`config.mk`:
```
export PLATFORM = sky130hd
export DESIGN_NAME = conv3x3_window_gen
export DESIGN_NICKNAME = d
export VERILOG_FILES = /design/src/rtl/conv3x3_pkg.sv /design/src/rtl/conv3x3_line_buffer.sv /design/src/rtl/conv3x3_window_gen.sv
export SDC_FILE = /design/constraint.sdc
export NUM_CORES = 1
export LEC_CHECK = 0
export CORE_MARGIN = 4
export CORE_UTILIZATION = 55
export DETAILED_ROUTE_END_ITERATION = 8
export HOLD_SLACK_MARGIN = 0.1
export PLACE_DENSITY = 0.76
export SYNTH_ARGS = -nofsm -noshare
export SYNTH_HDL_FRONTEND = slang
export SYNTH_HIERARCHICAL = 1
export SYNTH_SLANG_ARGS = --single-unit
export TNS_END_PERCENT = 5
```
`constraint.sdc`:
```
create_clock -name clk -period 5.5 [get_ports clk]
set_clock_uncertainty 0.05 [all_clocks]
set_input_delay 0.55 -clock clk [delete_from_list [all_inputs] [get_ports clk]]
set_output_delay 0.55 -clock clk [all_outputs]
set_load 0.03 [all_outputs]
```
`src/rtl/conv3x3_pkg.sv`:
```
// Shared constants and window-slice indexing for the 3x3 convolution datapath.
// Row 0 / column 0 (top-left) tap occupies the most significant slice.
package conv3x3_pkg;

    localparam int KSIZE  = 3;
    localparam int NTAPS  = KSIZE * KSIZE;
    localparam int DATA_W = 8;

    function automatic int tap(input int i, input int j, input int dw = DATA_W);
        return (NTAPS - 1 - (i * KSIZE + j)) * dw;
    endfunction

endpackage

```
`src/rtl/conv3x3_line_buffer.sv`:
```
// Single-row pixel store: combinational read and synchronous write at the same
// address, so a read in the write cycle returns the previous row's value.
module conv3x3_line_buffer #(
    parameter int DEPTH = 8,
    parameter int WIDTH = 16,
    localparam int AW   = $clog2(DEPTH)
) (
    input  logic             clk_i,
    input  logic             en_i,
    input  logic [AW-1:0]    addr_i,
    input  logic [WIDTH-1:0] wdata_i,
    output logic [WIDTH-1:0] rdata_o
);

    logic [WIDTH-1:0] mem_q [DEPTH];

    assign rdata_o = mem_q[addr_i];

    // Storage is deliberately not reset; emission gating hides stale rows.
    always_ff @(posedge clk_i) begin
        if (en_i) begin
            mem_q[addr_i] <= wdata_i;
        end
    end

endmodule

```
`src/rtl/conv3x3_window_gen.sv`:
```
// Turns a raster-order pixel stream into registered 3x3 windows with a
// one-entry valid/ready output stage and frame start/end qualifiers.
module conv3x3_window_gen
    import conv3x3_pkg::*;
#(
    parameter int IMG_W  = 8,
    parameter int IMG_H  = 8,
    parameter int DATA_W = 8
) (
    input  logic                  clk,
    input  logic                  rst,
    input  logic                  sof,
    input  logic                  pix_valid,
    input  logic [DATA_W-1:0]     pix_in,
    output logic                  pix_ready,
    output logic                  win_valid,
    input  logic                  win_ready,
    output logic [9*DATA_W-1:0]   win_out,
    output logic                  first_win,
    output logic                  frame_done
);

    localparam int WIN_W = NTAPS * DATA_W;
    localparam int CW    = $clog2(IMG_W);
    localparam int RW    = $clog2(IMG_H);

    localparam logic [CW-1:0] COL_LAST = CW'(IMG_W - 1);
    localparam logic [RW-1:0] ROW_LAST = RW'(IMG_H - 1);
    localparam logic [CW-1:0] COL_TWO  = CW'(2);
    localparam logic [RW-1:0] ROW_TWO  = RW'(2);

    logic [CW-1:0]       col_q, col_d, pos_c;
    logic [RW-1:0]       row_q, row_d, pos_r;
    logic [WIN_W-1:0]    sh_q, sh_d;
    logic [WIN_W-1:0]    win_out_q, win_out_d;
    logic                win_valid_q, win_valid_d;
    logic                first_q, first_d;
    logic                last_q, last_d;
    logic                done_q, done_d;
    logic                accept, emit;
    logic [2*DATA_W-1:0] lb_rd, lb_wr;

    assign pix_ready = !win_valid_q || win_ready;
    assign accept    = pix_valid && pix_ready;

    // sof forces the accepted pixel to (0,0) without waiting a cycle.
    assign pos_c = sof ? '0 : col_q;
    assign pos_r = sof ? '0 : row_q;

    assign emit = accept && (pos_r >= ROW_TWO) && (pos_c >= COL_TWO);

    // Both line buffers share one array: upper half is two rows back.
    assign lb_wr = {lb_rd[DATA_W-1:0], pix_in};

    conv3x3_line_buffer #(
        .DEPTH (IMG_W),
        .WIDTH (2 * DATA_W)
    ) u_linebuf (
        .clk_i   (clk),
        .en_i    (accept),
        .addr_i  (pos_c),
        .wdata_i (lb_wr),
        .rdata_o (lb_rd)
    );

    always_comb begin
        sh_d = sh_q;
        if (accept) begin
            for (int i = 0; i < KSIZE; i++) begin
                for (int j = 0; j < KSIZE - 1; j++) begin
                    sh_d[tap(i, j, DATA_W) +: DATA_W] = sh_q[tap(i, j + 1, DATA_W) +: DATA_W];
                end
            end
            sh_d[tap(0, 2, DATA_W) +: DATA_W] = lb_rd[2*DATA_W-1 -: DATA_W];
            sh_d[tap(1, 2, DATA_W) +: DATA_W] = lb_rd[DATA_W-1:0];
            sh_d[tap(2, 2, DATA_W) +: DATA_W] = pix_in;
        end
    end

    always_comb begin
        col_d = col_q;
        row_d = row_q;
        if (accept) begin
            if (pos_c == COL_LAST) begin
                col_d = '0;
                row_d = (pos_r == ROW_LAST) ? '0 : pos_r + 1'b1;
            end else begin
                col_d = pos_c + 1'b1;
                row_d = pos_r;
            end
        end
    end

    // A load can coincide with a consume; the new window simply replaces it.
    always_comb begin
        win_out_d   = win_out_q;
        win_valid_d = win_valid_q;
        first_d     = first_q;
        last_d      = last_q;
        done_d      = win_valid_q && win_ready && last_q;
        if (emit) begin
            win_out_d   = sh_d;
            win_valid_d = 1'b1;
            first_d     = (pos_r == ROW_TWO) && (pos_c == COL_TWO);
            last_d      = (pos_r == ROW_LAST) && (pos_c == COL_LAST);
        end else if (win_valid_q && win_ready) begin
            win_valid_d = 1'b0;
            first_d     = 1'b0;
            last_d      = 1'b0;
        end
    end

    always_ff @(posedge clk or posedge rst) begin
        if (rst) begin
            col_q       <= '0;
            row_q       <= '0;
            sh_q        <= '0;
            win_out_q   <= '0;
            win_valid_q <= 1'b0;
            first_q     <= 1'b0;
            last_q      <= 1'b0;
            done_q      <= 1'b0;
        end else begin
            col_q       <= col_d;
            row_q       <= row_d;
            sh_q        <= sh_d;
            win_out_q   <= win_out_d;
            win_valid_q <= win_valid_d;
            first_q     <= first_d;
            last_q      <= last_d;
            done_q      <= done_d;
        end
    end

    assign win_out    = win_out_q;
    assign win_valid  = win_valid_q;
    assign first_win  = first_q;
    assign frame_done = done_q;

endmodule

```
Word-level counts from Yosys, hierarchy flattened --
Memory sizes are Yosys's and may differ from the RTL's. Cells that the tools add are included.
Word-level totals: register bits after elaboration 154, RAM bits 128, input bits 13, memories 1
Operators by class: add/sub/neg operators 2, $lt $le $gt $ge 2, equality and inequality tests 4, muxes and demuxes 12, reductions and logical operators 10
Memories:
- u_linebuf.mem_q | words 8, width 16, rd ports 1, clocked after memory_dff 0, wr ports 1, RTL line conv3x3_line_buffer.sv:15 | logic [WIDTH-1:0] mem_q [DEPTH];
Operator list (count):
- $mux 72 | 1
- $mux 3 | 5
- $logic_and 1x1->1 | 7
- $add 3x1->3 const B | 2
- $eq 3x2->1 const B | 2
- $eq 3x3->1 const B | 2
- $ge 3x2->1 const B | 2
- $mux 1 | 6
- $reduce_bool 2->1 | 1
- $logic_not 1->1 | 1
- $logic_or 1x1->1 | 1

Depth between registers and ports, before layout --
Gate-level depths: netlist of run 1.
depth in word-level cells 6, gate-level depth with buffers 9, gate-level depth less buffers 7

Cells and area by module --
Netlist of run 1, hierarchy kept.
Modules (own cells, without submodules):
- conv3x3_window_gen | times used 1, cells an instance 417, area an instance 5272.6 um2, seq. area each 3253.1 um2
- conv3x3_line_buffer | times used 1, cells an instance 222, area an instance 4972.3 um2, seq. area each 3843.7 um2

Least setup slack after synthesis of run 1 --
No wires, ideal clock.
path type input to register, start point in win_ready, end point mem u_linebuf.mem_q[0][0] (enable), arrival time 2.598 ns, path slack 2.442 ns, cell stages on the path 6, buffers on the path 1, cells stage by stage nand2b_1 > nand2_1 > inv_2 > clkbuf_1 > nand2b_1 > nor3_1
On the way: word-level cells in the longest chain between the ends 4
Ends and longest elaborated chain:
- start: declaration | RTL line conv3x3_window_gen.sv:17 | input logic win_ready,
- $logic_or 1x1->1 | RTL line conv3x3_window_gen.sv:43 | assign pix_ready = !win_valid_q || win_ready;
- $logic_and 1x1->1 | RTL line conv3x3_window_gen.sv:44 | assign accept = pix_valid && pix_ready;
- via accept | RTL line conv3x3_window_gen.sv:40 | logic accept, emit;
- $mux 1 | RTL line conv3x3_line_buffer.sv:21 | if (en_i) begin
- $mux 1 (implied by the code) | RTL line conv3x3_line_buffer.sv:22 | mem_q[addr_i] <= wdata_i;
- end: declaration | RTL line conv3x3_line_buffer.sv:15
The timed path passes the listed nets, and every way through them passes these cells.

Final worst setup path of run 1 --
start point in sof, end point reg win_out_q[26] (netlist: win_out[26])
RTL lines:
- start: declaration | RTL line conv3x3_window_gen.sv:12 | input logic sof,
- $mux 3 | RTL line conv3x3_window_gen.sv:47 | assign pos_c = sof ? '0 : col_q;
- via pos_c[0] | RTL line conv3x3_window_gen.sv:32 | logic [CW-1:0] col_q, col_d, pos_c;
- $mem_v2 8x16
- via lb_rd[2] | RTL line conv3x3_window_gen.sv:41 | logic [2*DATA_W-1:0] lb_rd, lb_wr;
- $mux 72 | RTL line conv3x3_window_gen.sv:68 | if (accept) begin
- end signal: assignment | RTL line conv3x3_window_gen.sv:127 | win_out_q <= win_out_d;
- end: declaration | RTL line conv3x3_window_gen.sv:35 | logic [WIN_W-1:0] win_out_q, win_out_d;
The timed path passes the listed nets, and every way through them passes these cells. A chain may end at the register's enable or synchronous reset.

==> flow_summary.ini, run 1 <==
[logic_synthesis]
synth_edf_count = 128
synth_seq_cells = 258
synth_warnings = 6
synth_xor_area_frac = 0
syn_area_mm2 = 0.01024
synth_compound_area_frac = 0.01966
yosys.cell_count.top_type = nand2_1
synth_top_area_share = 0.3752
seq_area_frac_synth = 0.6927
ys_top_cells_by_area = edfxtp_1 38%, dfrtp_1 32%, mux2_4 8.5%
async_flop_share = 0.5039
synth_mux_area_frac = 0.1839
synth_adder_area_share = 0.007328
syn_area_per_cell_um2 = 16.03
synthesis.nets = 658
yosysTopAreaCell = edfxtp_1
synth-simple-area-share = 0.07303
synthTopCellsByCount = 158 x nand2_1, 130 x dfrtp_1, 128 x edfxtp_1
yosysUniqueCellTypes = 37
synth_ff_type = dfrtp_1
synth_top_family_by_area = multiplexers
syn_inst = 639

[final_layout]
nets = 749
fill_cells = 1207
antenna_cells = 0
stdcell_count = 978
syn_to_final_growth_pct = 19.27
drive_gt1_frac = 0.2283

[die]
dieArea_mm2 = 0.02087
ios = 89
die_w_um = 144.5
fp.dieH_um = 144.5
start_util = 0.5645
fp.coreArea_mm2 = 0.01815
rows = 49

[status]
status = finished clean

[clock_tree]
clk_pin_slew_ps = 60
cts-htree-levels = 1
postCtsResizedCells = 0
cts_buffer_depth = 3
post-cts-setup-buffers = 0
cts_root_buffer = clkbuf_16
cts_buffers = 26
cts_tree = yes
clock_sinks = 258
postCtsHoldBufs = 0
clk-insertion-delay-late_ps = 520

[timing]
hold_violations = 0
setup_viol = 0
fin_ws_ps = 2057
relSlewSlack = 0.2367
setup_tns_ps = 0
fmax_ghz = 0.2904
min_period_ps = 3443
slew_violations = 0
worst_pin_slew_ps = 1144
rsz0062_at_grt = false
fin_crit_sh = 0.6260

[global_routing]
antenna_found_initial = 0
grt_use_total = 0.2028
overflow = 0
grt_pass1_wl_um = 32710
grt_pass1_vias = 5876
grt_max_degree = 57

[place]
gp_congestion = 0.8179
dp_cells = 931
io_buffers = 88
post-place-ws_ps = 1491
post-dp-hpwl_um = 12530

[drt]
via_per_inst = 5.632
num_vias = 5508
wl_per_cell_um = 21.04
drc = 0
antenna_left = 0
drtIter0Drc = 370
firstDrtPassIters = 4
wirelength_um = 20580

[critical_path]
cp_data_required_time_ps = 5850
worstSetupStartpointType = input port
endpoint_kind = register
critPathArrivalTime_ps = 3790
path_class = input port to register
path_max_fanout = 22

[power_and_ir_drop]
max-vdd-ir-drop_mv = 0.2077
p_leak_nw = 5.060
power_density_mw_per_mm2 = 348.7

[worst_hold_path]
hold_path_class = register to register

[flow_run]
cap_violations = 0
-- cell usage in the layout (no fill, tap or decap), drive strengths merged, types with 2 or more instances in the layout --
cell / Yosys / final
inv: 7 / 8
nor3: 2 / 2
nor2b: 4 / 4
a32oi: 3 / 3
o21ba: 2 / 2
nor2: 10 / 10
mux4: 24 / 24
o22ai: 2 / 2
mux2: 95 / 95
nand2b: 4 / 4
nand3: 4 / 4
o21ai: 7 / 7
and2b: 3 / 3
clkbuf: 13 / 33
dfrtp: 130 / 130
edfxtp: 128 / 128
a221oi: 2 / 2
buf: 22 / 10
o211ai: 3 / 3
clkinvlp: 0 / 3
clkdlybuf4s50: 0 / 88
a22oi: 3 / 3
nand2: 158 / 158
clkinv: 0 / 7
ha: 6 / 6
bufinv: 0 / 3
-- routing by layer --
layer	up-vias	track usage	wire, um
met2	192	0.3560	10630
met5	-	0	0
met4	0	0.05155	333
met1	2809	0.2677	8222
met3	27	0.03075	1395
li1	2480	-	-
-- worst paths after layout --
check,slack [ps],start,end,depth (start not counted)
worst max-delay path,2060,sof,win_out[26],7
worst min-delay path,420,sh_q[56],sh_q[56],2
worst max register to register,2440,col_q[0],win_out[26],6
worst min register to register,420,sh_q[56],sh_q[56],2
max in group asynchronous,3950,rst,win_out[1],3
min in group asynchronous,450,rst,win_out[46],2
-- state kept, by name, indices dropped and copies added, names as in the netlist --
name             flops
first_win            1
sh_q                48
win_out             72
col_q                3
win_valid            1
frame_done           1
last_q               1
row_q                3
u_linebuf/mem_q    128
-- where the power goes --
part	internal, mW	switching (mW)
Combinational	0.101	0.182
Sequential	2.14	0.0504
Clock	1.08	0.710
-- through the flow --
stage	cell area, um2	power (mW)	hold WS, ps	utilization
2_1_floorplan	10240	2.406	395.4	-
3_3_place_gp	11330	2.492	408.4	0.6246
3_5_place_dp	11330	2.510	414.4	0.6246
4_1_cts	12220	4.296	429.4	0.6733
5_1_grt	12220	4.413	444.9	0.6733
6_report	12220	4.260	423.1	0.6733
-- logic make-up (layout without fill, tap and decap cells) --
kind of cell             Yosys count  after routing
flip-flops                       258            258
buffers and inverters             42            152
adder cells (fa/ha/maj)            6              6
multiplexers                     119            119
AO/OA/AOI/OAI                     27             27
AND/OR/NAND/NOR                  187            187
-- worst max-delay path, stage by stage --
cell,delay [ps]
clkdlybuf4s50_1,550
nand2b_1,250
inv_1,720
buf_4,470
mux4_1,600
mux2_2,360
mux2_2,280
-- cell type report --
type | instances | area [um2] | area share
sequential | 258 | 7097 | 0.5808
multi-input combinational | 339 | 2954 | 0.2418
timing repair buffer | 98 | 968.4 | 0.07925
clock buffer | 33 | 728.2 | 0.05959
tap | 229 | 286.5 | 0.02345
clock inverter | 14 | 156.4 | 0.01280
inverter | 7 | 28.78 | 0.002355
(Power assumes the default switching activity.)
==> run 2, diff against run 1 <==
==> constraint.sdc (replaced) <==
create_clock -name clk -period 3.3 [get_ports clk]
set_clock_uncertainty 0.05 [all_clocks]
set_input_delay 0.33 -clock clk [delete_from_list [all_inputs] [get_ports clk]]
set_output_delay 0.33 -clock clk [all_outputs]
set_load 0.03 [all_outputs]
==> flow_summary.ini, run 2 (synthesis results as in run 1) <==
[power_and_ir_drop]
power_density_mw_per_mm2 = 566.2
p_leak_nw = 5.167
intPower_mw = 5.480
switchingPower_mw = 1.511
p_comb_frac = 0.072
swShare = 0.2162
power_frac_clock = 0.407
p_seq_frac = 0.521
finalPower_mw = 6.991
max-vdd-ir-drop_mv = 0.4226

[final_layout]
nets = 770
top_register = u_linebuf/mem_q
drive_gt1_frac = 0.2367
mostFrequentLayoutCell = nand2_1
fill_cells = 1208
antenna_cells = 0
stdcell_count = 998
largest_reg_flops = 128
syn_to_final_growth_pct = 20.52
layout_common_cells = 157 x nand2_1, 130 x dfrtp_1, 128 x edfxtp_1

[clock_tree]
clk_pin_slew_ps = 60
cts_tree = yes
clock_sinks = 258
post-cts-setup-buffers = 0
cts-htree-levels = 1
cts_buffer_depth = 3
cts_root_buffer = clkbuf_16
postCtsHoldBufs = 0
cts_buffers = 25
clk-insertion-delay-late_ps = 510
postCtsResizedCells = 0

[critical_path]
reg2reg_to = u_linebuf/mem_q[4][15]
worst-r2r-setup-slack_ps = 960
crit_buf_inv = 3
rr_worst_depth = 7
crit_top_cell = mux2_2
cp_slowest_stage_delay_ps = 580
path_class = input port to register
r2r-start = win_valid
critPathArrivalTime_ps = 2790
endpoint_kind = register
worstSetupStartpointType = input port
cp_data_required_time_ps = 3640
path_cells = clkdlybuf4s50_1, nand2b_1, inv_1, buf_12, mux4_1, mux2_2, mux2_2
slowest_stage = mux4_1
path_max_fanout = 42
cp_top_family = multiplexers

[die]
fp.dieH_um = 144.5
start_util = 0.5645
fp.coreArea_mm2 = 0.01815
die_w_um = 144.5
rows = 49
dieArea_mm2 = 0.02087
ios = 89

[status]
status = finished clean

[timing]
worst_pin_slew_ps = 840.8
hold_violations = 0
fmax_ghz = 0.4079
slew_violations = 0
setup_viol = 0
setup_tns_ps = 0
fin_crit_sh = 0.7428
relSlewSlack = 0.4364
rsz0062_at_grt = false
min_period_ps = 2451

[flow_run]
cap_violations = 0

[drt]
via_per_inst = 5.518
wirelength_um = 20280
firstDrtPassIters = 5
wl_per_cell_um = 20.32
drc = 0
num_vias = 5507
antenna_left = 0
drtIter0Drc = 355

[place]
dp_cells = 953
io_buffers = 88
gp_congestion = 0.7836
post-dp-hpwl_um = 12760

[global_routing]
grt_pass1_wl_um = 32420
grt_max_degree = 76
antenna_found_initial = 0
grt_use_total = 0.2012
grt_pass1_vias = 5680
overflow = 0

[worst_hold_path]
hold_path_class = input port to asynchronous set/reset pin
[run 2: how the worst max path moves through the flow]
stage / start / endpoint / slack [ps] / cells past startpoint
CTS: sof / win_out[30] / 860 / 7
finish: sof / win_out[27] / 850 / 7
detailed placement: sof / win_out[30] / 340 / 7
floorplan: win_valid / u_linebuf/mem_q[0][0] / 280 / 6
global placement: sof / win_out[27] / 390 / 7
global route: sof / win_out[30] / 740 / 7
[run 2: cell type report]
type,instances,area [um2],area share
sequential,258,7097,0.5748
multi-input combinational,339,2929,0.2372
timing repair buffer,120,1171,0.09485
clock buffer,39,753.2,0.06101
tap,229,286.5,0.02321
clock inverter,6,80.08,0.006486
inverter,7,30.03,0.002432
[run 2: routing by layer]
| layer | GRT usage | up-vias | wire length (um) |
|---|---|---|---|
| met4 | 0.04811 | 0 | 490 |
| li1 | - | 2522 | - |
| met5 | 0 | - | 0 |
| met2 | 0.3294 | 148 | 10160 |
| met3 | 0.03108 | 34 | 891 |
| met1 | 0.2889 | 2803 | 8744 |
[run 2: power groups by stage]
stage,clock (mW),sequential [mW],combinational (mW)
after global routing,3.05,3.66,0.559
after detailed placement,0,3.71,0.505
after global placement,0,3.70,0.480
after CTS,2.90,3.64,0.510
after floorplan,0,3.68,0.332
final,2.85,3.64,0.500
[run 2: through the flow]
| stage | setup slack, ps | util | hold slack [ps] | cell area, um2 |
|---|---|---|---|---|
| after detailed placement | 336.0 | 0.6344 | 416.9 | 11510 |
| after global placement | 392.3 | 0.6344 | 408.2 | 11510 |
| final | 848.7 | 0.6804 | 220.7 | 12350 |
| after global routing | 735.2 | 0.6804 | 268.2 | 12350 |
| after CTS | 856.8 | 0.6804 | 217.6 | 12350 |
| after floorplan | 276.0 | - | 378.9 | 10250 |
==> run 3, diff against run 2 <==
==> constraint.sdc (replaced) <==
create_clock -name clk -period 2.3 [get_ports clk]
set_clock_uncertainty 0.05 [all_clocks]
set_input_delay 0.23 -clock clk [delete_from_list [all_inputs] [get_ports clk]]
set_output_delay 0.23 -clock clk [all_outputs]
set_load 0.03 [all_outputs]
==> flow_summary.ini, run 3 (synthesis results as in run 1) <==
[drt]
drc = 0
drtIter0Drc = 400
antenna_left = 0
num_vias = 5733
firstDrtPassIters = 5
wirelength_um = 21300
via_per_inst = 5.534
wl_per_cell_um = 20.56

[final_layout]
layout_common_cells = 157 x nand2_1, 130 x dfrtp_1, 128 x edfxtp_1
drive_gt1_frac = 0.2739
syn_to_final_growth_pct = 24.77
nets = 806
mostFrequentLayoutCell = nand2_1
top_register = u_linebuf/mem_q
antenna_cells = 0
fill_cells = 1139
final_area_mm2 = 0.01278
largest_reg_flops = 128

[timing]
relSlewSlack = 0.6225
fmax_ghz = 0.4540
slew_violations = 0
fin_crit_sh = 0.9577
setup_viol = 0
timing.hold.ws_ps = 293.2
worst_pin_slew_ps = 566.2
rsz0062_at_grt = false
min_period_ps = 2203
hold_violations = 0

[flow_run]
cap_violations = 0

[critical_path]
path_max_fanout = 18
worst-r2r-setup-slack_ps = 100
r2r-start = col_q[0]
path_class = register to register
rr_worst_depth = 6
endpoint_kind = register
cp_data_required_time_ps = 2650
worstSetupStartpointType = register
startpoint = col_q[0]
critPathArrivalTime_ps = 2550

[power_and_ir_drop]
switchingPower_mw = 2.225
intPower_mw = 8.194
p_leak_nw = 5.407
finalPower_mw = 10.42
power_frac_clock = 0.422
power_density_mw_per_mm2 = 815.1
p_comb_frac = 0.076
max-vdd-ir-drop_mv = 0.5839
swShare = 0.2135
p_seq_frac = 0.502

[global_routing]
antenna_found_initial = 0
grt_pass1_wl_um = 33600
grt_pass1_vias = 6032
grt_use_total = 0.2090
grt_max_degree = 56
overflow = 0

[status]
status = finished clean

[clock_tree]
clk-insertion-delay-late_ps = 520
clock_sinks = 258
cts_root_buffer = clkbuf_16
cts_buffer_depth = 3
cts_tree = yes
cts_buffers = 26
cts-htree-levels = 1
clk_pin_slew_ps = 60
post-cts-setup-buffers = 0

[worst_hold_path]
min_from = pix_valid
hold_depth = 3
hold_path_class = input port to register

[die]
die_w_um = 144.5
fp.dieH_um = 144.5
rows = 49
dieArea_mm2 = 0.02087
ios = 89
start_util = 0.5645
fp.coreArea_mm2 = 0.01815

[place]
gp_congestion = 0.8122
io_buffers = 88
place_area_mm2 = 0.01184
post-dp-hpwl_um = 13970
[run 3: layout make-up]
type                            instances  area (um2)  area share
Clock buffer                           40       805.8     0.06304
Clock inverter                          8       121.4    0.009495
Inverter                                7       30.03    0.002349
Multi-Input combinational cell        339        2930      0.2292
Sequential cell                       258        7097      0.5552
Tap cell                              229       286.5     0.02242
Timing Repair Buffer                  155        1511      0.1182
[run 3: power by group through the flow]
stage | Clock (mW) | Combinational [mW] | Sequential (mW)
3_5_place_dp | 0 | 0.781 | 5.32
2_1_floorplan | 0 | 0.476 | 5.28
3_3_place_gp | 0 | 0.750 | 5.30
5_1_grt | 4.68 | 0.871 | 5.25
6_report | 4.40 | 0.790 | 5.23
4_1_cts | 4.48 | 0.797 | 5.23
[run 3: through the flow]
step	setup slack [ps]	util	instances	setup TNS [ps]
final	97.21	0.7044	1036	0
after global routing	21.29	0.7044	1036	0
after CTS	94.48	0.7043	1036	0
after detailed placement	-343.9	0.6526	987	-30500
after global placement	-316.5	0.6526	987	-21330
after floorplan	-724.0	-	639	-49510
[run 3: repair_timing]
action,4_1_cts,5_1_grt
endpoints found under the setup margin,0,8
hold endpoints to repair,16,0
hold buffers,1,0
gates resized for setup,0,1
[run 3: per-layer routing]
layer  vias up  track usage  wire (um)
li1       2597            -          -
met1      2898       0.2846       8983
met2       194       0.3526      10610
met3        44      0.03142       1077
met4         0      0.06333        629
met5         -            0          0
[run 3: path summary, 6_finish.rpt]
| check | end |
|---|---|
| worst max-delay path | win_out[24] |
| worst min-delay path | win_valid |
| worst max register to register | win_out[24] |
| worst min register to register | sh_q[57] |
| max in group asynchronous | sh_q[49] |
| min in group asynchronous | win_out[16] |
[run 3: critical path, cell delays in order (launching register included)]
cell and delay, ps:
dfrtp_1 360, nand2b_1 80, inv_1 180, buf_12 200, mux4_1 560, mux2_2 350
mux2_2 290
